$ cat src/rtl/rc4_keystream_reader.sv
// RC4 keystream reader: packs stream bytes into 32-bit little-endian words,
// buffers them in a FIFO and hands them to the HPS through an Avalon-MM read slave.
module rc4_keystream_reader #(
    parameter int DEPTH_LOG2 = 3
) (
    input  logic        clk,
    input  logic        reset_n,
    input  logic [7:0]  s_byte,
    input  logic        s_valid,
    output logic        s_ready,
    input  logic        avs_address,
    input  logic        avs_read,
    input  logic        avs_write,
    input  logic [31:0] avs_writedata,
    input  logic [3:0]  avs_byteenable,
    output logic [31:0] avs_readdata,
    output logic        avs_readdatavalid
);

    localparam int DEPTH = 1 << DEPTH_LOG2;
    localparam int CW    = DEPTH_LOG2 + 1;
    localparam logic [CW-1:0]         FULL_CNT = CW'(DEPTH);
    localparam logic [CW-1:0]         CNT_ONE  = CW'(1);
    localparam logic [DEPTH_LOG2-1:0] PTR_ONE  = DEPTH_LOG2'(1);

    // Word storage; no reset so it can map onto distributed/block RAM.
    logic [31:0] mem_q [DEPTH];

    logic [DEPTH_LOG2-1:0] wr_ptr_q, wr_ptr_d;
    logic [DEPTH_LOG2-1:0] rd_ptr_q, rd_ptr_d;
    logic [CW-1:0]         count_q, count_d;
    logic [1:0]            pcnt_q, pcnt_d;
    logic [23:0]           hold_q, hold_d;
    logic                  underflow_q, underflow_d;
    logic [31:0]           readdata_q, readdata_d;
    logic                  readdatavalid_q, readdatavalid_d;

    logic        rd_data;
    logic        rd_status;
    logic        flush;
    logic        accept;
    logic        push;
    logic        pop;
    logic        empty;
    logic        full;
    logic [31:0] push_word;
    logic [31:0] status_word;
    logic [7:0]  status_count;
    logic [2:0]  lane_we;

    // Only bit 0 of lane 0 is a control bit; the rest of the write bus is don't-care.
    logic unused_wr;
    assign unused_wr = ^{avs_writedata[31:1], avs_byteenable[3:1]};

    assign empty   = (count_q == '0);
    assign full    = (count_q == FULL_CNT);
    assign s_ready = reset_n & ~full;

    assign rd_data   = avs_read & ~avs_address;
    assign rd_status = avs_read &  avs_address;
    // A read in the same cycle wins over any write.
    assign flush     = avs_write & ~avs_read & avs_address
                     & avs_byteenable[0] & avs_writedata[0];

    assign accept    = s_valid & s_ready;
    assign push      = accept & ~flush & (pcnt_q == 2'd3);
    assign pop       = rd_data & ~empty;
    assign push_word = {s_byte, hold_q};

    genvar gi;
    generate
        for (gi = 0; gi < 3; gi++) begin : g_lane
            assign lane_we[gi] = accept & ~flush & (pcnt_q == 2'(gi));
        end
    endgenerate

    always_comb begin
        status_count = '0;
        status_count[CW-1:0] = count_q;
        status_word = {underflow_q, 13'd0, full, empty, 6'd0, pcnt_q, status_count};
    end

    always_comb begin
        wr_ptr_d        = wr_ptr_q;
        rd_ptr_d        = rd_ptr_q;
        count_d         = count_q;
        pcnt_d          = pcnt_q;
        hold_d          = hold_q;
        underflow_d     = underflow_q;
        readdata_d      = readdata_q;
        readdatavalid_d = avs_read;

        if (flush) begin
            wr_ptr_d    = '0;
            rd_ptr_d    = '0;
            count_d     = '0;
            pcnt_d      = '0;
            hold_d      = '0;
            underflow_d = 1'b0;
        end else begin
            if (accept) begin
                pcnt_d = pcnt_q + 2'd1;
            end
            for (int i = 0; i < 3; i++) begin
                if (lane_we[i]) begin
                    hold_d[8*i +: 8] = s_byte;
                end
            end
            if (push) begin
                wr_ptr_d = wr_ptr_q + PTR_ONE;
            end
            if (pop) begin
                rd_ptr_d = rd_ptr_q + PTR_ONE;
            end
            if (push && !pop) begin
                count_d = count_q + CNT_ONE;
            end else if (pop && !push) begin
                count_d = count_q - CNT_ONE;
            end

            // Underflow set takes precedence over the clear-on-status-read.
            if (rd_data && empty) begin
                underflow_d = 1'b1;
            end else if (rd_status) begin
                underflow_d = 1'b0;
            end
        end

        if (rd_data) begin
            readdata_d = empty ? 32'd0 : mem_q[rd_ptr_q];
        end else if (rd_status) begin
            readdata_d = status_word;
        end
    end

    always_ff @(posedge clk) begin
        if (push) begin
            mem_q[wr_ptr_q] <= push_word;
        end
    end

    always_ff @(posedge clk) begin
        if (!reset_n) begin
            wr_ptr_q        <= '0;
            rd_ptr_q        <= '0;
            count_q         <= '0;
            pcnt_q          <= '0;
            hold_q          <= '0;
            underflow_q     <= 1'b0;
            readdata_q      <= '0;
            readdatavalid_q <= 1'b0;
        end else begin
            wr_ptr_q        <= wr_ptr_d;
            rd_ptr_q        <= rd_ptr_d;
            count_q         <= count_d;
            pcnt_q          <= pcnt_d;
            hold_q          <= hold_d;
            underflow_q     <= underflow_d;
            readdata_q      <= readdata_d;
            readdatavalid_q <= readdatavalid_d;
        end
    end

    assign avs_readdata      = readdata_q;
    assign avs_readdatavalid = readdatavalid_q;

endmodule

$ cat config.mk
export PLATFORM = sky130hd
export DESIGN_NAME = rc4_keystream_reader
export DESIGN_NICKNAME = d
export VERILOG_FILES = /design/src/rtl/rc4_keystream_reader.sv
export SDC_FILE = /design/constraint.sdc
export NUM_CORES = 1
export LEC_CHECK = 0
export BUFFER_PORTS_ARGS = -buffer_cell sky130_fd_sc_hd__clkbuf_2
export CAP_MARGIN = 20
export CORE_AREA = 2 2 143 145
export DETAILED_ROUTE_END_ITERATION = 8
export DIE_AREA = 0 0 145 147
export GPL_TIMING_DRIVEN = 0
export HOLD_SLACK_MARGIN = 0.12
export PLACE_DENSITY = 0.83
export SLEW_MARGIN = 20
export SYNTH_ARGS = -nofsm -noshare
export SYNTH_HDL_FRONTEND = slang
export SYNTH_SLANG_ARGS = --single-unit
export TNS_END_PERCENT = 20
$ cat constraint.sdc
create_clock -name clk -period 9 [get_ports clk]
set_input_delay 0.45 -clock clk [delete_from_list [all_inputs] [get_ports clk]]
set_output_delay 0.45 -clock clk [all_outputs]
set_load 0.03 [all_outputs]
# Word-level counts from Yosys, hierarchy flattened
# Memory sizes are Yosys's and may differ from the RTL's. A register that Yosys moved wholly into a read port is not among the register bits.
# Cells that the tools add are included.
# word_totals
reg_bits	70
ram_bits	256
input_bits	50
elab_cells	62
memories	1
# mem_list
memory	depth	word_bits	rd	rd_clocked_by_memory_dff	wr	line	text
mem_q	8	32	1	1	1	27	logic [31:0] mem_q [DEPTH];
# op_classes
addsub	5
eq_ne	4
mux	11
bitwise_logic	20
n_reduce_logical	11
# ops
operator	count
2-to-1 mux 32 bit	3
AND 1 bit	14
2-to-1 mux 4 bit	2
adder 3 x 1 -> 3 bit (second input constant)	2
2-to-1 mux 3 bit	2
NOT 1 bit	6
nonzero test 2 bit	3
adder 4 x 1 -> 4 bit (second input constant)	1
equality test 2 bit (second input constant)	2
equality test 4 bit (second input constant)	1
zero test 4 bit	1
2-to-1 mux 1 bit	4
subtractor 4 x 1 -> 4 bit (second input constant)	1
logical AND 1 bit	3
adder 2 x 1 -> 2 bit (second input constant)	1
equality test 2 x 1 -> 1 bit (second input constant)	1
zero test 1 bit	2
zero test 2 bit	1
OR reduction 2 bit	1

# Logic depth before layout (Yosys ltp)
# Gate-level depths: netlist of the first run.
# depth
ltp_word	12
ltp_mapped	11
mapped_depth_nobuf	10

# Worst setup path before layout of the first run
# Ideal clock, no wire load.
# synth_path
kind	in2reg
startpoint	in reset_n
endpoint	mem mem_q[0][0], enable pin
setup_time_ps	461
arrival_ps	3452
required_ps	8539
slack_ps	5087
stages	5
n_path_buf	2
path_cell_list	clkbuf_1 -> and3_1 -> buf_2 -> nand4b_1 -> nor3_1
# synth_via
elab_chain_len	6
# synth_lines
item	line	text
start, declared	7	input logic reset_n,
AND 1 bit	57	assign s_ready = reset_n & ~full;
AND 1 bit	65	assign accept = s_valid & s_ready;
AND 1 bit (2 in series)	66	assign push = accept & ~flush & (pcnt_q == 2'd3);
2-to-1 mux 1 bit	137	if (push) begin
2-to-1 mux 1 bit (not written as such)	138	mem_q[wr_ptr_q] <= push_word;
end, declared	27	
# Every way passes these cells.

# Worst setup path after layout of the first run
# layout_path
startpoint	reg count_q[1]
endpoint	mem mem_q[1][18], enable pin
# layout_via
elab_chain_len	8
# layout_lines
item	line	text
start, declared	31	logic [CW-1:0] count_q, count_d;
start signal, assigned	155	count_q <= count_d;
equality test 4 bit	56	assign full = (count_q == FULL_CNT);
NOT 1 bit	57	
AND 1 bit	57	
AND 1 bit	65	
AND 1 bit (2 in series)	66	
2-to-1 mux 1 bit	137	
2-to-1 mux 1 bit (not written as such)	138	
# Every way passes these cells.

==> results of run 1 <==
power groups by stage:
stage / logic [mW] / clock network [mW] / registers (mW)
6_report: 0.109 / 1.26 / 1.65
5_1_grt: 0.116 / 1.33 / 1.65
4_1_cts: 0.107 / 1.27 / 1.65
3_5_place_dp: 0.105 / 0 / 1.68
3_3_place_gp: 0.0998 / 0 / 1.68
2_1_floorplan: 0.0651 / 0 / 1.68
sequential cells by signal, indices dropped and copies added (netlist names), named ones only:
name and cells:
avs_readdata 32, avs_readdatavalid 1, rd_ptr_q 3, pcnt_q 2, hold_q 24, wr_ptr_q 3, count_q 4, underflow_q 1
mem_q 256
worst max-delay path: cells and delay by family, from the launching register on:
kind,cells,cell delay (ps)
buf+inv,5,990
flops,1,480
simple gates,4,1610
synthesized netlist by cell type:
master and n:
and3_1 25, and4b_1 1, nand4_1 2, a21boi_1 3
edfxtp_1 256, nand2_1 13, buf_4 4, o22ai_1 1
a22oi_1 14, nor2_1 20, fa_1 1, xnor2_1 3
o2bb2ai_1 1, mux2i_1 32, o21ai_0 37, a21oi_1 31
buf_2 9, dfxtp_1 73, a32o_1 7, and4_1 1
nand4b_1 2, and2_1 4, clkbuf_1 28, nand3_1 35
or4_1 1, xor2_1 3, ha_1 9, a211oi_1 1
o31ai_1 1, and3_4 1, a221o_1 23, nor2b_1 3
inv_1 15, a31oi_1 1, nor4_1 1, buf_6 3
or4b_1 1, mux4_2 50, nand2b_1 2, nor3_1 2
routing by layer:
metal,track usage,up-vias,part of all wire
met5,0,-,0
met4,0.100,0,0.040
met2,0.463,559,0.49
met1,0.365,3676,0.36
li1,-,3072,-
met3,0.0425,124,0.10
through the flow:
step	util	instance area (um^2)	hold WS [ps]
detailed placement	0.672	13300	473
global placement	0.657	13000	467
CTS	0.722	14300	231
global route	0.722	14300	267
floorplan	-	12500	454
finish	0.722	14300	267
how the worst max path moves through the flow:
stage                    start            to  slack (ps)  depth (start not counted)
CTS                 count_q[1]  mem_q[1][18]        5630                          9
floorplan              reset_n   mem_q[0][0]        5090                          5
finish              count_q[1]  mem_q[1][18]        5610                          9
global placement       reset_n  mem_q[0][11]        2700                          5
global route        count_q[1]  mem_q[1][18]        5500                          9
detailed placement     reset_n  mem_q[1][11]        5630                          9
area by class of cell:
class                   count  area share
repair buffers             63      0.0334
inverters                  15     0.00393
multi-input cells         332       0.216
clock buffers              44      0.0625
flip-flops and latches    329       0.638
clock inverters            14     0.00699
well taps                 270      0.0236
plain buffers              44      0.0149
kinds of logic after synthesis:
kind of cell               synth area share
AOI/OAI and AO/OA                    0.0646
xor gates and xnor gates            0.00422
adders and majority gates            0.0106
buffers and inverters                0.0217
DFF                                   0.734
muxes                                 0.116
and+or+nand+nor                      0.0486
==> impl_metrics.toml, run 1 <==
[run_status]
outcome = "finished clean"

[sta]
fmax_ghz = 0.295
rsz0062_at_grt = "false"
relSlewSlack = 0.263
final.min_clock_period_ps = 3390
finalHoldViolCount = 0
finalCritPeriodShare = 0.377
setup-violations-final = 0
slew_violations = 0
worst_slack_ps = 5610
skew_ps = 14.0
finalSetupTns_ps = 0
tightest_slew_ps = 1090

[die]
coreArea_mm2 = 0.0198
start_util = 0.628
rows = 52
fp.dieH_um = 147
ios = 84
die_area_mm2 = 0.0213
fp.dieW_um = 145

[layout]
multi_input_area_mm2 = 0.00310
final_cell_mix = "edfxtp_1 (256), dfxtp_1 (73), mux4_2 (50)"
area_growth_pct = 15.0
layout_commonest_cell = "edfxtp_1"
fin_cells = 1111
drive_above_1_share = 0.220
layout.nets = 876
regArea_mm2 = 0.00915
antenna_cells = 0
num-fill-cells = 1136

[global_route]
antenna_found_initial = 0
grt_util_all_layers = 0.273
grt_max_degree = 23
globalRouteOverflowTotal = 0
grt_pass1_vias = 7509
grt_pass1_wl_um = 44000

[cts]
cts_buffers = 31
cts_resized = 0
cts_setup_buffers = 0
clockRootBuffer = "clkbuf_16"
postCtsHoldBufs = 0
clock_sinks = 329
clockBufferDepth = 3
cts_tree = "built"
clk_latency_ps = 550
clkTransAtPathRegs_ps = 70
htreeDepth = 1

[synth]
netlist_top_cells_area = "edfxtp_1 (62%), dfxtp_1 (12%), mux4_2 (9.0%)"
yosysTopAreaCellShare = 0.617
synth_area_mm2 = 0.0125
syn_avg_cell_area_um2 = 17.3
ys_warn_count = 0
ys_ff_latch = 329
netlist_instances = 720
synth-seq-area-share = 0.734
ys_types = 40
yosys.area.top_type = "edfxtp_1"
syn_nets = 780

[worst_setup_path]
reg2reg_depth = 9
worstSetupEndpointType = "flop"
timing.rr.start = "count_q[1]"
worstPathRequired_ps = 9250
r2r_slack_ps = 5610
crit_path_start_kind = "flop"
crit_path_cell_trace = "or4b_1 > and3_1 > buf_2 > nand4_1 > nor3_2 > buf_6 > buf_6 > buf_4 > buf_4"
r2r_end = "mem_q[1][18]"
crit_path_top_delay_cell = "nor3_2"
slowest_delay_ps = 700
critPathMaxFanout = 10
crit_arrival_ps = 3650
worstSetupPathType = "flop to flop"

[place]
dp_cells = 1053
hpwlAfterDp_um = 18200
gp_congestion = 0.881
numPortBuffers = 47
pre_cts_ws_ps = 5630

[min_path]
hp-class = "input port to flop"
min-delay-start = "s_byte[6]"
hold_depth = 1
holdPathEnd = "mem_q[0][30]"

[route]
wirelength_um = 28700
wl_per_cell_um = 25.8
vias = 7431
ant_nets = 0
drc = 0
avgViaCountPerCell = 6.69
dr.pass1.iters = 6
drt-initial-drc-count = 964

[power]
switching_power_uw = 627
clkPwrFrac = 0.419
powerDensity_mw_per_mm2 = 211
combPwrFrac = 0.036
p_leak_nw = 4.77
power_frac_seq = 0.545
power_mw = 3.02
swShare = 0.207
intPower_mw = 2.39
ir_drop_v = 0.000215

[job]
maxCapViolations = 0
Power figures use the tool's default switching activity.
==> run 2, diff against run 1 <==
--- a/config.mk
+++ b/config.mk
@@ -7,12 +7,12 @@
 export LEC_CHECK = 0
 export BUFFER_PORTS_ARGS = -buffer_cell sky130_fd_sc_hd__clkbuf_2
 export CAP_MARGIN = 20
-export CORE_AREA = 2 2 143 145
+export CORE_AREA = 2 2 155 157
 export DETAILED_ROUTE_END_ITERATION = 8
-export DIE_AREA = 0 0 145 147
+export DIE_AREA = 0 0 157 159
 export GPL_TIMING_DRIVEN = 0
 export HOLD_SLACK_MARGIN = 0.12
-export PLACE_DENSITY = 0.83
+export PLACE_DENSITY = 0.75
 export SLEW_MARGIN = 20
 export SYNTH_ARGS = -nofsm -noshare
 export SYNTH_HDL_FRONTEND = slang
==> constraint.sdc (replaced) <==
create_clock -name clk -period 2.91 [get_ports clk]
set_input_delay 0.1455 -clock clk [delete_from_list [all_inputs] [get_ports clk]]
set_output_delay 0.1455 -clock clk [all_outputs]
set_load 0.03 [all_outputs]
==> run 2 against run 1 <==
Net effect:
- final area is 3.0% higher
- register-to-register slack worse by 5500 ps
- final cell count is 5.6% higher
- combinational power grew to 3.1 times the previous value
- sequential power grew to 3.1 times the previous value
- fmax is 21% higher
- via count is 4.5% lower
- utilization is 8.5 points lower
- sequential share of layout area is 1.9 points lower
- die area is 17% higher
- critical endpoint is now count_q[3]
==> impl_metrics.toml, run 2 (synthesized netlist as in run 1, its figures left out) <==
[sta]
finalCritPeriodShare = 0.960
relSlewSlack = 0.380
setup-violations-final = 0
skew_ps = 14.4
slew_violations = 0
finalHoldViolCount = 0
final.min_clock_period_ps = 2790
tightest_slew_ps = 921
rsz0062_at_grt = "true"
fmax_ghz = 0.358

[die]
ios = 84
start_util = 0.537
die_area_mm2 = 0.0250
fp.dieH_um = 159
fp.dieW_um = 157
coreArea_mm2 = 0.0232
rows = 56

[min_path]
hold_depth = 5
holdPathEnd = "wr_ptr_q[2]"
hp-class = "input port to flop"
min-delay-start = "s_valid"

[route]
vias = 7099
dr.pass1.iters = 5
ant_nets = 0
drc = 0
wl_per_cell_um = 23.3
avgViaCountPerCell = 6.05
drt-initial-drc-count = 723
wirelength_um = 27300

[layout]
area_growth_pct = 18.5
largest_reg_flops = 256
layout.nets = 888
fin_cells = 1173
drive_above_1_share = 0.228
largest-register = "mem_q"
antenna_cells = 0
fin_util = 0.637
final_cell_mix = "edfxtp_1 (256), dfxtp_1 (70), mux4_2 (50)"
layout_commonest_cell = "edfxtp_1"

[place]
gp_congestion = 0.865
numPortBuffers = 47
hpwlAfterDp_um = 16900
dp_cells = 1097

[power]
p_leak_nw = 4.90
powerDensity_mw_per_mm2 = 678
power_mw = 10.0
ir_drop_v = 0.000462

[cts]
clockBufferDepth = 3
clockRootBuffer = "clkbuf_16"
clkTransAtPathRegs_ps = 60
clk_latency_ps = 510
htreeDepth = 2
clock_sinks = 329
cts_buffers = 34
cts_tree = "built"

[worst_setup_path]
worstSetupPathType = "flop to flop"
crit_path_start_kind = "flop"
crit_arrival_ps = 3220
cp_num_buf_inv = 1
r2r_end = "count_q[3]"
critPathMaxFanout = 7
reg2reg_depth = 10
crit_path_top_delay_cell = "or4b_4"
worstPathRequired_ps = 3340
slowest_delay_ps = 590
path_delay_family = "simple AND/OR/NAND/NOR gates"
crit_path_cell_trace = "or4b_4 > and3_1 > and3_1 > ha_1 > inv_1 > ha_1 > a21oi_2 > a211oi_1 > a31oi_1 > mux2i_1"
timing.rr.start = "count_q[0]"
worstSetupEndpointType = "flop"
r2r_slack_ps = 120

[job]
maxCapViolations = 0

[run_status]
outcome = "finished clean"

[global_route]
grt_max_degree = 22
antenna_found_initial = 0
globalRouteOverflowTotal = 0
grt_pass1_wl_um = 41600
grt_pass1_vias = 7067
grt_util_all_layers = 0.224
-- run 2: metal layers --
layer  wire length [um]  global-route usage  vias to the layer above
met5                  0                   0                        -
met4                808              0.0809                        0
met3               1940              0.0365                       63
met2              13500               0.369                      338
met1              11000               0.305                     3595
li1                   -                   -                     3103
-- run 2: worst reg2reg max path: stages, from the launching register on --
cell and delay (ps):
dfxtp_2 360, or4b_4 590, and3_1 240, and3_1 220
ha_1 230, inv_1 140, ha_1 300, a21oi_2 180
a211oi_1 90, a31oi_1 190, mux2i_1 200
-- run 2: final cells by class --
class | instances | area [um^2]
Buffer | 44 | 216
Multi-Input combinational cell | 332 | 3120
Inverter | 15 | 56.3
Fill cell | 1588 | 8430
Clock inverter | 13 | 193
Sequential cell | 329 | 9150
Tap cell | 319 | 399
Clock buffer | 49 | 1000
Timing Repair Buffer | 72 | 629
-- run 2: through the flow --
step	area (um^2)	hold WS (ps)	setup slack (ps)	setup TNS, ps
2_1_floorplan	12500	244	-79.5	-13970
3_3_place_gp	13100	470	-1590	-390970
3_5_place_dp	13400	471	-95.3	-3040
4_1_cts	14700	152	58.3	0
5_1_grt	14800	204	-5.69	-5.69
6_report	14800	180	117	0
-- run 2: timing repair --
| action | CTS | global route |
|---|---|---|
| buffers inserted | 3 | 2 |
| hold buffers | 9 | 0 |
| pin swaps | 3 | 2 |
| gates resized for setup | 2 | 4 |
| endpoints found under the hold margin | 89 | 0 |
| setup endpoints to repair | 57 | 126 |
-- run 2: worst max path at each step --
stage                         endpoint  depth (start not counted)       start
after floorplan            mem_q[2][0]                          5  count_q[0]
after global placement    mem_q[2][14]                          5  count_q[1]
after detailed placement  mem_q[0][12]                          6  count_q[0]
after CTS                 mem_q[3][12]                          6  count_q[2]
after global routing        count_q[3]                         10  count_q[0]
final                       count_q[3]                         10  count_q[0]
-- run 2: where the power goes --
group          leakage [nW]  switching [mW]  internal, mW
logic                  1.40           0.211         0.128
clock network         0.588            1.73          2.84
registers              2.91          0.0363          5.06
==> run 3, diff against run 2 <==
--- a/config.mk
+++ b/config.mk
@@ -12,6 +12,7 @@
 export DIE_AREA = 0 0 157 159
 export GPL_TIMING_DRIVEN = 0
 export HOLD_SLACK_MARGIN = 0.12
+export MAX_ROUTING_LAYER = met4
 export PLACE_DENSITY = 0.75
 export SLEW_MARGIN = 20
 export SYNTH_ARGS = -nofsm -noshare
==> run 3 against run 2 <==
Net effect:
- fmax rose by 0.23%
- first-iteration DRC count rose by 1.2%
- die area did not move
- critical path type unchanged
==> impl_metrics.toml, run 3 (synthesized netlist as in run 1, its figures left out) <==
[sta]
setup-violations-final = 0
final.min_clock_period_ps = 2790
worst_slack_ps = 124
slew_violations = 0
skew_ps = 15.7
rsz0062_at_grt = "true"
finalHoldViolCount = 0
finalSetupTns_ps = 0
tightest_slew_ps = 911
fmax_ghz = 0.359
hold-worst-slack_ps = 177
finalCritPeriodShare = 0.957
relSlewSlack = 0.392

[die]
fp.dieW_um = 157
die_area_mm2 = 0.0250
coreArea_mm2 = 0.0232
rows = 56
fp.dieH_um = 159
start_util = 0.537
ios = 84

[place]
dpl-instance-area_mm2 = 0.0134
hpwlAfterDp_um = 16900
pre_cts_ws_ps = -95.3
gp_congestion = 0.879
dp_cells = 1097
numPortBuffers = 47

[layout]
num-fill-cells = 1588
antenna_cells = 0
fin_util = 0.637
fin_area_mm2 = 0.0148
area_growth_pct = 18.5
largest-register = "mem_q"
layout.nets = 888
largest_reg_flops = 256
fin_cells = 1173
drive_above_1_share = 0.228
layout_commonest_cell = "edfxtp_1"
final_cell_mix = "edfxtp_1 (256), dfxtp_1 (70), mux4_2 (50)"

[worst_setup_path]
timing.rr.start = "count_q[0]"
r2r_slack_ps = 120
crit_arrival_ps = 3220
crit_path_start_kind = "flop"
critPathMaxFanout = 7
cp-startpoint = "count_q[0]"
worstSetupPathType = "flop to flop"
worstSetupEndpointType = "flop"
worstPathRequired_ps = 3340

[power]
power_mw = 10.0
p_leak_nw = 4.90
ir_drop_v = 0.000461
powerDensity_mw_per_mm2 = 678

[cts]
clk_latency_ps = 510
clock_sinks = 329
clockBufferDepth = 3
cts_tree = "built"
clockRootBuffer = "clkbuf_16"
clkTransAtPathRegs_ps = 60
htreeDepth = 2
cts_buffers = 34

[global_route]
globalRouteOverflowTotal = 0
grt_max_degree = 22
antenna_found_initial = 0
grt_pass1_wl_um = 41600
grt_pass1_vias = 7055
grt_util_all_layers = 0.232

[job]
maxCapViolations = 0

[route]
wl_per_cell_um = 23.3
dr.pass1.iters = 6
drt-initial-drc-count = 732
vias = 7084
avgViaCountPerCell = 6.04
wirelength_um = 27300
drc = 0
ant_nets = 0

[run_status]
outcome = "finished clean"

[min_path]
hp-class = "input port to flop"
min-delay-start = "s_valid"
run 3: cell counts in the layout (fill, tap and decap cells not counted):
No cell type changed its count.
run 3: layout make-up:
class | instances | area [um^2] | area share
plain buffers | 44 | 216 | 0.0147
clock buffers | 49 | 1000 | 0.0678
clock inverters | 13 | 193 | 0.0131
inverters | 15 | 56.3 | 0.00381
multi-input cells | 332 | 3120 | 0.211
flip-flops and latches | 329 | 9150 | 0.620
well taps | 319 | 399 | 0.0270
repair buffers | 72 | 629 | 0.0426
run 3: critical path, stage by stage (launching register included):
cell      delay [ps]
dfxtp_2          360
or4b_4           590
and3_1           240
and3_1           220
ha_1             230
inv_1            140
ha_1             300
a21oi_2          170
a211oi_1          90
a31oi_1          190
mux2i_1          200
run 3: metal layers:
layer | vias to the layer above | GRT usage | share of wire
met4 | 0 | 0.0809 | 0.027
met2 | 314 | 0.367 | 0.50
met5 | - | - | 0
li1 | 3107 | - | -
met3 | 57 | 0.0354 | 0.069
met1 | 3606 | 0.309 | 0.41
run 3: report_power, final:
group          leakage [nW]  internal, mW  switching, mW
Combinational          1.40         0.128          0.211
Sequential             2.91          5.06         0.0367
Clock                 0.588          2.85           1.73
Total                  4.90          8.03           1.98
run 3: worst paths after layout:
check / cells after the start / end
max: 10 / count_q[3]
min: 5 / wr_ptr_q[2]
max reg2reg: 10 / count_q[3]
min reg2reg: 1 / avs_readdata[18]
run 3: repair_timing:
| action | CTS | global route |
|---|---|---|
| hold buffers | 9 | 0 |
| endpoints found under the hold margin | 89 | 0 |
| setup endpoints to repair | 57 | 126 |
| resized for setup | 2 | 4 |
| buffers inserted | 3 | 2 |
| pin swaps | 3 | 2 |
